## src/rtl/stopwatch_pkg.sv

```systemverilog
// Shared definitions for the lap stopwatch: state encoding, digit moduli,
// the BCD time record and the seven-segment lookup.
package stopwatch_pkg;

    localparam logic [1:0] ST_IDLE  = 2'd0;
    localparam logic [1:0] ST_RUN   = 2'd1;
    localparam logic [1:0] ST_PAUSE = 2'd2;
    localparam logic [1:0] ST_DONE  = 2'd3;

    localparam int unsigned MOD_TENTHS = 10;
    localparam int unsigned MOD_SECS   = 10;
    localparam int unsigned MOD_TENS   = 6;

    localparam logic [6:0] SEG_ZERO  = 7'h40;
    localparam logic [6:0] SEG_BLANK = 7'h7F;

    typedef struct packed {
        logic [3:0] min;
        logic [3:0] tens;
        logic [3:0] secs;
        logic [3:0] tenths;
    } bcd_time_t;

    // Segment order {g,f,e,d,c,b,a}, active-low; non-BCD codes blank the digit.
    function automatic logic [6:0] bcd_to_seg(input logic [3:0] bcd);
        logic [6:0] seg;
        case (bcd)
            4'd0:    seg = 7'h40;
            4'd1:    seg = 7'h79;
            4'd2:    seg = 7'h24;
            4'd3:    seg = 7'h30;
            4'd4:    seg = 7'h19;
            4'd5:    seg = 7'h12;
            4'd6:    seg = 7'h02;
            4'd7:    seg = 7'h78;
            4'd8:    seg = 7'h00;
            4'd9:    seg = 7'h10;
            default: seg = SEG_BLANK;
        endcase
        return seg;
    endfunction

    function automatic logic [3:0] sat_bcd(input logic [3:0] v, input logic [3:0] lim);
        return (v > lim) ? lim : v;
    endfunction

endpackage

```

## src/rtl/bcd_digit.sv

```systemverilog
// One decade of the count chain: modulus-MOD up/down counter with synchronous
// load and a carry/borrow out that lets the next digit step in the same cycle.
module bcd_digit #(
    parameter int unsigned MOD = 10
) (
    input  logic       clk_i,
    input  logic       rst_n_i,
    input  logic       load_i,
    input  logic [3:0] load_val_i,
    input  logic       en_i,
    input  logic       down_i,
    output logic [3:0] q_o,
    output logic [3:0] nxt_o,
    output logic       co_o
);

    localparam logic [3:0] TOP = 4'(MOD - 1);

    generate
        if (MOD < 2 || MOD > 16) begin : g_bad_mod
            $error("bcd_digit: MOD must be in 2..16");
        end
    endgenerate

    logic [3:0] val_q;
    logic [3:0] val_d;

    always_comb begin
        val_d = val_q;
        co_o  = 1'b0;
        if (load_i) begin
            val_d = load_val_i;
        end else if (en_i) begin
            if (down_i) begin
                if (val_q == 4'd0) begin
                    val_d = TOP;
                    co_o  = 1'b1;
                end else begin
                    val_d = val_q - 4'd1;
                end
            end else begin
                if (val_q == TOP) begin
                    val_d = 4'd0;
                    co_o  = 1'b1;
                end else begin
                    val_d = val_q + 4'd1;
                end
            end
        end
    end

    always_ff @(posedge clk_i or negedge rst_n_i) begin
        if (!rst_n_i) begin
            val_q <= 4'd0;
        end else begin
            val_q <= val_d;
        end
    end

    assign q_o   = val_q;
    assign nxt_o = val_d;

endmodule

```

## src/rtl/lap_stopwatch.sv

```systemverilog
// Tenths-resolution up/down stopwatch with lap hold and a 4-digit multiplexed
// seven-segment driver.
//
//   state    | meaning
//   ---------+----------------------------------------------------------
//   ST_IDLE  | count cleared, waiting for start_stop
//   ST_RUN   | divider running, count steps on every tick
//   ST_PAUSE | divider and count frozen, residue kept for resume
//   ST_DONE  | terminal value reached and held until clear
module lap_stopwatch
    import stopwatch_pkg::*;
#(
    parameter int unsigned CLK_HZ  = 100_000_000,
    parameter int unsigned TICK_HZ = 10,
    parameter int unsigned SCAN_HZ = 2000,
    parameter int unsigned MAX_MIN = 9
) (
    input  logic        clk_100MHz,
    input  logic        reset,
    input  logic        start_stop,
    input  logic        lap,
    input  logic        clear,
    input  logic        dir,
    input  logic [15:0] preset,
    output logic [15:0] digits,
    output logic [6:0]  digit_cathodes,
    output logic [7:0]  digit_anodes,
    output logic        running,
    output logic        done
);

    generate
        if (CLK_HZ % TICK_HZ != 0) begin : g_bad_tick
            $error("lap_stopwatch: CLK_HZ must be a multiple of TICK_HZ");
        end
        if (CLK_HZ % SCAN_HZ != 0) begin : g_bad_scan
            $error("lap_stopwatch: CLK_HZ must be a multiple of SCAN_HZ");
        end
        if (MAX_MIN < 1 || MAX_MIN > 9) begin : g_bad_max
            $error("lap_stopwatch: MAX_MIN must be in 1..9");
        end
    endgenerate

    localparam int unsigned TICK_DIV  = CLK_HZ / TICK_HZ;
    localparam int unsigned SCAN_DIV  = CLK_HZ / SCAN_HZ;
    localparam int unsigned TW        = (TICK_DIV > 1) ? $clog2(TICK_DIV) : 1;
    localparam int unsigned SW        = (SCAN_DIV > 1) ? $clog2(SCAN_DIV) : 1;
    localparam logic [TW-1:0] TICK_LAST = TW'(TICK_DIV - 1);
    localparam logic [SW-1:0] SCAN_LAST = SW'(SCAN_DIV - 1);
    localparam logic [3:0]    MAX_BCD   = 4'(MAX_MIN);

    // Assertion is immediate; release is retimed through two flops.
    logic rst_meta_q;
    logic rst_n_q;

    always_ff @(posedge clk_100MHz or negedge reset) begin
        if (!reset) begin
            rst_meta_q <= 1'b0;
            rst_n_q    <= 1'b0;
        end else begin
            rst_meta_q <= 1'b1;
            rst_n_q    <= rst_meta_q;
        end
    end

    logic [1:0]    state_q, state_d;
    logic          dir_q, dir_d;
    logic          lap_q, lap_d;
    logic [TW-1:0] tick_cnt_q, tick_cnt_d;
    logic          tick;
    bcd_time_t     count_q, count_nxt, snap_q, snap_d;
    bcd_time_t     preset_sat, start_val, term_val, cnt_load_val;
    logic          cnt_load;
    logic [3:0]    co;

    assign preset_sat = {sat_bcd(preset[15:12], MAX_BCD),
                         sat_bcd(preset[11:8], 4'd5),
                         sat_bcd(preset[7:4], 4'd9),
                         sat_bcd(preset[3:0], 4'd9)};
    assign start_val  = dir ? preset_sat : '0;
    assign term_val   = dir_q ? '0 : {MAX_BCD, 4'd5, 4'd9, 4'd9};
    assign tick       = (state_q == ST_RUN) && (tick_cnt_q == TICK_LAST);

    bcd_digit #(.MOD(MOD_TENTHS)) u_tenths (
        .clk_i(clk_100MHz), .rst_n_i(rst_n_q), .load_i(cnt_load),
        .load_val_i(cnt_load_val.tenths), .en_i(tick), .down_i(dir_q),
        .q_o(count_q.tenths), .nxt_o(count_nxt.tenths), .co_o(co[0])
    );

    bcd_digit #(.MOD(MOD_SECS)) u_secs (
        .clk_i(clk_100MHz), .rst_n_i(rst_n_q), .load_i(cnt_load),
        .load_val_i(cnt_load_val.secs), .en_i(co[0]), .down_i(dir_q),
        .q_o(count_q.secs), .nxt_o(count_nxt.secs), .co_o(co[1])
    );

    bcd_digit #(.MOD(MOD_TENS)) u_tens (
        .clk_i(clk_100MHz), .rst_n_i(rst_n_q), .load_i(cnt_load),
        .load_val_i(cnt_load_val.tens), .en_i(co[1]), .down_i(dir_q),
        .q_o(count_q.tens), .nxt_o(count_nxt.tens), .co_o(co[2])
    );

    bcd_digit #(.MOD(MAX_MIN + 1)) u_min (
        .clk_i(clk_100MHz), .rst_n_i(rst_n_q), .load_i(cnt_load),
        .load_val_i(cnt_load_val.min), .en_i(co[2]), .down_i(dir_q),
        .q_o(count_q.min), .nxt_o(count_nxt.min), .co_o(co[3])
    );

    // Terminal detection looks at the post-tick value so DONE lands on the same edge.
    always_comb begin
        state_d      = state_q;
        dir_d        = dir_q;
        lap_d        = lap_q;
        tick_cnt_d   = tick_cnt_q;
        cnt_load     = 1'b0;
        cnt_load_val = '0;
        if (clear) begin
            state_d    = ST_IDLE;
            lap_d      = 1'b0;
            tick_cnt_d = '0;
            cnt_load   = 1'b1;
        end else begin
            case (state_q)
                ST_IDLE: begin
                    if (start_stop) begin
                        tick_cnt_d   = '0;
                        dir_d        = dir;
                        cnt_load     = 1'b1;
                        cnt_load_val = start_val;
                        state_d      = (dir && start_val == '0) ? ST_DONE : ST_RUN;
                    end
                end
                ST_RUN: begin
                    tick_cnt_d = tick ? '0 : tick_cnt_q + 1'b1;
                    if (tick && count_nxt == term_val) begin
                        state_d = ST_DONE;
                        lap_d   = 1'b0;
                    end else begin
                        if (start_stop) state_d = ST_PAUSE;
                        if (lap)        lap_d   = !lap_q;
                    end
                end
                ST_PAUSE: begin
                    if (start_stop) state_d = ST_RUN;
                    if (lap)        lap_d   = !lap_q;
                end
                default: begin
                end
            endcase
        end
    end

    assign snap_d = (lap_d && !lap_q) ? count_q : snap_q;

    always_ff @(posedge clk_100MHz or negedge rst_n_q) begin
        if (!rst_n_q) begin
            state_q    <= ST_IDLE;
            dir_q      <= 1'b0;
            lap_q      <= 1'b0;
            tick_cnt_q <= '0;
            snap_q     <= '0;
        end else begin
            state_q    <= state_d;
            dir_q      <= dir_d;
            lap_q      <= lap_d;
            tick_cnt_q <= tick_cnt_d;
            snap_q     <= snap_d;
        end
    end

    logic [SW-1:0] scan_cnt_q, scan_cnt_d;
    logic [1:0]    scan_idx_q, scan_idx_d;
    logic          scan_adv;
    bcd_time_t     disp;
    logic [3:0]    disp_digit;
    logic [7:0]    anode_q, anode_d;
    logic [6:0]    cath_q, cath_d;

    assign scan_adv   = (scan_cnt_q == SCAN_LAST);
    assign scan_cnt_d = scan_adv ? '0 : scan_cnt_q + 1'b1;
    assign scan_idx_d = scan_idx_q + {1'b0, scan_adv};
    assign disp       = lap_q ? snap_q : count_q;

    // Anodes and cathodes both come from the next index so they switch on the same edge.
    always_comb begin
        case (scan_idx_d)
            2'd0:    disp_digit = disp.tenths;
            2'd1:    disp_digit = disp.secs;
            2'd2:    disp_digit = disp.tens;
            default: disp_digit = disp.min;
        endcase
        anode_d = {4'hF, ~(4'b0001 << scan_idx_d)};
        cath_d  = bcd_to_seg(disp_digit);
    end

    always_ff @(posedge clk_100MHz or negedge rst_n_q) begin
        if (!rst_n_q) begin
            scan_cnt_q <= '0;
            scan_idx_q <= 2'd0;
            anode_q    <= 8'hFE;
            cath_q     <= SEG_ZERO;
        end else begin
            scan_cnt_q <= scan_cnt_d;
            scan_idx_q <= scan_idx_d;
            anode_q    <= anode_d;
            cath_q     <= cath_d;
        end
    end

    assign digits         = count_q;
    assign digit_anodes   = anode_q;
    assign digit_cathodes = cath_q;
    assign running        = (state_q == ST_RUN);
    assign done           = (state_q == ST_DONE);

endmodule

```

## config.mk

```make
export PLATFORM = sky130hd
export DESIGN_NAME = lap_stopwatch
export DESIGN_NICKNAME = d
export VERILOG_FILES = /design/src/rtl/stopwatch_pkg.sv /design/src/rtl/bcd_digit.sv /design/src/rtl/lap_stopwatch.sv
export SDC_FILE = /design/constraint.sdc
export NUM_CORES = 1
export LEC_CHECK = 0
export BUFFER_PORTS_ARGS = -buffer_cell sky130_fd_sc_hd__buf_2
export CAP_MARGIN = 40
export CORE_ASPECT_RATIO = 0.8
export CORE_MARGIN = 2
export CORE_UTILIZATION = 55
export DETAILED_ROUTE_END_ITERATION = 10
export PLACE_DENSITY = 0.75
export SYNTH_ARGS = -nofsm -noshare
export SYNTH_HDL_FRONTEND = slang
export SYNTH_HIERARCHICAL = 1
export SYNTH_SLANG_ARGS = --single-unit
```

## constraint.sdc

```tcl
create_clock -name clk_100MHz -period 5.6 [get_ports clk_100MHz]
set_input_delay 1.68 -clock clk_100MHz [delete_from_list [all_inputs] [get_ports clk_100MHz]]
set_output_delay 1.68 -clock clk_100MHz [all_outputs]
set_load 0.005 [all_outputs]
```

* Word-level counts from Yosys, hierarchy flattened
Memories as Yosys holds them, arrays and structs flattened. A register that Yosys moved wholly into a read port is not among the register bits.
Cells that the tools add are included.
** Cells by class
- Multiplexer cells :: 65
- Equal/unequal tests :: 15
- Add/sub/neg operators :: 11
- Bitwise operators :: 2
- Reductions and logical operators :: 18
- Shifts and indexed selects :: 1
- Magnitude comparators :: 4
** Operator list (count)
- $mux W16 :: 7
- $mux W4 :: 24
- $mux W24 :: 3
- $pmux W24 S2 :: 1
- $add A24 B1 Y24 const B :: 1
- $eq A24 B24 Y1 const B :: 1
- $mux W1 :: 21
- $add A16 B1 Y16 const B :: 1
- $add A4 B1 Y4 const B :: 4
- $eq A16 B16 Y1 :: 1
- $eq A16 B16 Y1 const B :: 1
- $logic_not A16 Y1 :: 1
- $logic_not A4 Y1 :: 4
- $sub A4 B1 Y4 const B :: 4
- $eq A4 B4 Y1 const B :: 3
- $gt A4 B4 Y1 const B :: 3
- $mux W2 :: 6
- $pmux W4 S3 :: 1
- $eq A2 B2 Y1 const B :: 3
- $ne A3 B3 Y1 const B :: 2
- $pmux W2 S3 :: 1
- $eq A2 B1 Y1 const B :: 2
- $eq A4 B3 Y1 const B :: 1
- $gt A4 B3 Y1 const B :: 1
- other kinds (14) :: 19
** Word-level totals
- Bits in registers :: 84
- Memory bits (read-only) :: 112
- Memories :: 1
- Output and inout port bits :: 33
- Word-level logic and storage cells :: 134
** Memories
- (name not given) :: depth 16, width 7, read ports 1, clocked after Yosys merged registers in 1, wr ports 0, line stopwatch_pkg.sv:27 : case (bcd)

* Depth between registers and ports, before layout
- Depth in word-level cells :: 17
- Mapped depth :: 27
- Depth with buffers taken out :: 20

* Modules after synthesis
Netlist, hierarchy kept.
** Modules (own cells, without submodules)
- lap_stopwatch :: seq. area each 1881.8 um^2, cells an instance 477, area an instance 4444.3 um^2, times used 1
- bcd_digit at u_min ... :: seq. area each 100.1 um^2, cells an instance 47, area an instance 407.9 um^2, times used 3
- bcd_digit at u_tens :: seq. area each 100.1 um^2, cells an instance 40, area an instance 372.9 um^2, times used 1

* Least setup slack after synthesis
Ideal clock, no wire load.
- Path type :: input to register
- Start point :: input port clear
- End point :: register state_q[1]
- Slack :: -0.123 ns
- Path buffers :: 5
- Setup time :: 0.126 ns
- Stages :: 20
- Required time :: 5.474 ns
- Arrival :: 5.597 ns
- Cells stage by stage :: buf_2 -> a21o_1 -> and2b_2 -> nor4b_1 -> buf_8 -> and2b_2 -> nor4b_1 -> bufbuf_16 -> or4b_1 -> a21oi_1 -> buf_8 -> and2b_2 -> o211a_1 -> a31oi_1 -> nor4_1 -> and3_1 -> o211ai_1 -> clkbuf_1 -> o21a_1 -> a221o_1
** RTL lines
- start, declared :: line lap_stopwatch.sv:22 : input logic clear,
- end signal, assigned :: line lap_stopwatch.sv:162 : state_q <= state_d;
- end, declared :: line lap_stopwatch.sv:66 : logic [1:0] state_q, state_d;

==> results.md <==
- Antenna-violating nets left: 0
- Max Clk Rate: 194 MHz
- RR Endpoint: snap_q[0]$_DFFE_PN0P_
- Number of cells on the worst reg-to-reg path: 20
- Vias per cell: 6.14
- Total GRT Usage: 24.1%
- Yosys Warn Count: 6
- Post-detail-place hpwl: 9.67 mm
- Worst slew pin tran: 834 ps
- Dpl cell area: 6260 um^2
- DIE HEIGHT: just under 100 um
- Vias in the first global route: 4,831
- Clock transition at path regs: 70 ps
- Remaining Overflow, GRT: 0
- Status: complete, no violations
- H-tree depth: 3
- Placer's final routability congestion estimate: just under 0.9
- Diode count: 0
- Hold slack: 170 ps
- Max-Slew Margin vs Limit: 44.2%
- Critical Path AT: 5390 ps
- Nets: 719
- Crit. End Element: flop
- Max_cap viols: 0
- Clock Path Buffers: 2
- Placeable Area: 10,800 um^2
- Starting Density: between 50% and 60%
- DRT Wirelength: approximately 14 mm
- CP Launch Type: flop
- PortBufs: 50
- Final Hold Vio Count: 0
- Reg2reg start: state_q[1]$_DFFE_PN0P_
- Syn avg cell area: ~9.2 um^2
- Die span in x: between 100 and 150 um
- Die area: roughly 12,000 um^2
- CTS buffer count: 9
- Setup CP Type: flop to flop
- Synthesized area: 6010 um^2
- Fin. max-slew vios: 0
- DR pass1 iterations: 5
- Cell area power density: 339 nW/um^2
- Antenna violations before repair: 0
- Routed len/inst: 16.5 um
- R2R Setup Slk: 440 ps
- Leakage: approximately 2.9 nW
- Final period utilization: 92.2%
- Worst Path Max Fanout: 16
- Clock skew: just over 10 ps
- DRC viols: 0
- Final instance area: approximately 6600 um^2
- IO Pins: 55
- Post-route minimum period: 5160 ps
- Row Count: 34
- Pre-CTS setup slack: -73.8 ps
- TritonCTS clock tree: done
- Share of layout cells above drive strength 1: 16.3%
- HP Class: flop to async pin
- Min setup slack post-route: 438 ps
- Largest net degree at the start of global routing: 51
- Worst path required time: 5830 ps
- Setup violators final: 0
- First-pass GRT wire length: approximately 23 mm
- Layout Utilization: between 60% and 70%
- Clock Sinks: 91
- Hold-fix buffers, CTS: 0
- Post-CTS Setup Inserts: 0
- Post-synthesis cell count: between 600 and 700
- Layout Area Growth over Synthesis: 8.97%
- Setup_tns: 0 ps
- 1st-iter DRT viols: 403
- CTS root buffer: clkbuf_16
- Insertion delay to the later sink of the worst-skew pair: 340 ps
- Max VDD drop: 0.158 mV
- Via count: slightly above 5,000
==> layout make-up <==
cell class / instances / area, um^2
clock buffer: 9 / 225
multi-input combinational: 499 / 3340
tap: 144 / 180
clock inverter: 7 / 61.3
fill: 932 / 4210
timing repair buffer: 64 / 375
sequential: 91 / 2290
inverter: 22 / 82.6
==> critical path: stages, from the launching register on <==
cell and delay, ps:
dfrtp_1 420, inv_1 110, ha_1 330, nor4bb_1 210, and3_1 260, nand3_1 110, inv_1 240, and2b_2 200
nor4b_2 270, and2b_2 220, nor4b_2 230, or4b_1 480, a21oi_2 210, and2b_2 180, o211a_1 130, a31oi_1 110
nor4_1 230, and3_1 220, o211ai_1 160, o21ba_2 370, o311ai_1 350
==> what timing repair did <==
item,4_1_cts,5_1_grt
hold endpoints to repair,0,0
resized for setup,0,3
endpoints found under the setup margin,0,19
==> metrics by stage <==
stage	power [W]	cells
6_report	0.00222	836
5_1_grt	0.00235	836
4_1_cts	0.00222	836
3_5_place_dp	0.00163	820
3_3_place_gp	0.00160	818
2_1_floorplan	0.00144	658
==> registers in the layout (all words and copies together), names as in the netlist, 2 cells and up <==
| register | cells |
|---|---|
| digit_anodes | 4 |
| scan_idx_q | 2 |
| tick_cnt_q | 24 |
| u_min/q_o | 4 |
| u_tenths/q_o | 4 |
| u_secs/q_o | 4 |
| digit_cathodes | 7 |
| scan_cnt_q | 16 |
| state_q | 2 |
| u_tens/q_o | 4 |
| snap_q | 16 |
==> power breakdown <==
group          internal (W)  switching [W]  leakage [nW]
sequential         0.000756       0.000132          1.21
clock              0.000310       0.000275         0.140
combinational      0.000315       0.000435          1.52
==> placed cells by master, fill, tap and decap left out, drive strengths merged, types with 5 or more instances in the layout <==
cell type,count
a21oi,16
a22o,5
a31oi,5
and2,5
and2b,5
and3,11
and3b,5
buf,64
clkbuf,9
conb,6
dfrtp,87
ha,10
inv,25
mux2i,14
nand2,78
nand2b,10
nand3,31
nand3b,7
nand4,8
nor2,58
nor2b,8
nor3,12
nor3b,7
nor4,11
nor4b,6
nor4bb,5
o2111ai,19
o211ai,17
o21ai,27
o31ai,6
xnor2,20
xor2,15
==> worst max-delay path by stage <==
stage                                 startpoint                     end  depth (start not counted)
after global placement                start_stop   snap_q[0]$_DFFE_PN0P_                         15
after CTS                 state_q[1]$_DFFE_PN0P_   snap_q[0]$_DFFE_PN0P_                         20
after global routing      state_q[1]$_DFFE_PN0P_   snap_q[0]$_DFFE_PN0P_                         20
after floorplan                            clear  state_q[1]$_DFFE_PN0P_                         20
final                     state_q[1]$_DFFE_PN0P_   snap_q[0]$_DFFE_PN0P_                         20
after detailed placement              start_stop   snap_q[0]$_DFFE_PN0P_                         16
==> routing by layer <==
layer / up-vias / track usage (%) / part of all wire (%)
met5: - / 0 / 0
met2: 178 / 38.0 / 47
li1: 2447 / - / -
met4: 0 / 6.71 / 1.4
met3: 16 / 3.76 / 5.9
met1: 2490 / 34.6 / 46
(Power assumes the default switching activity.)
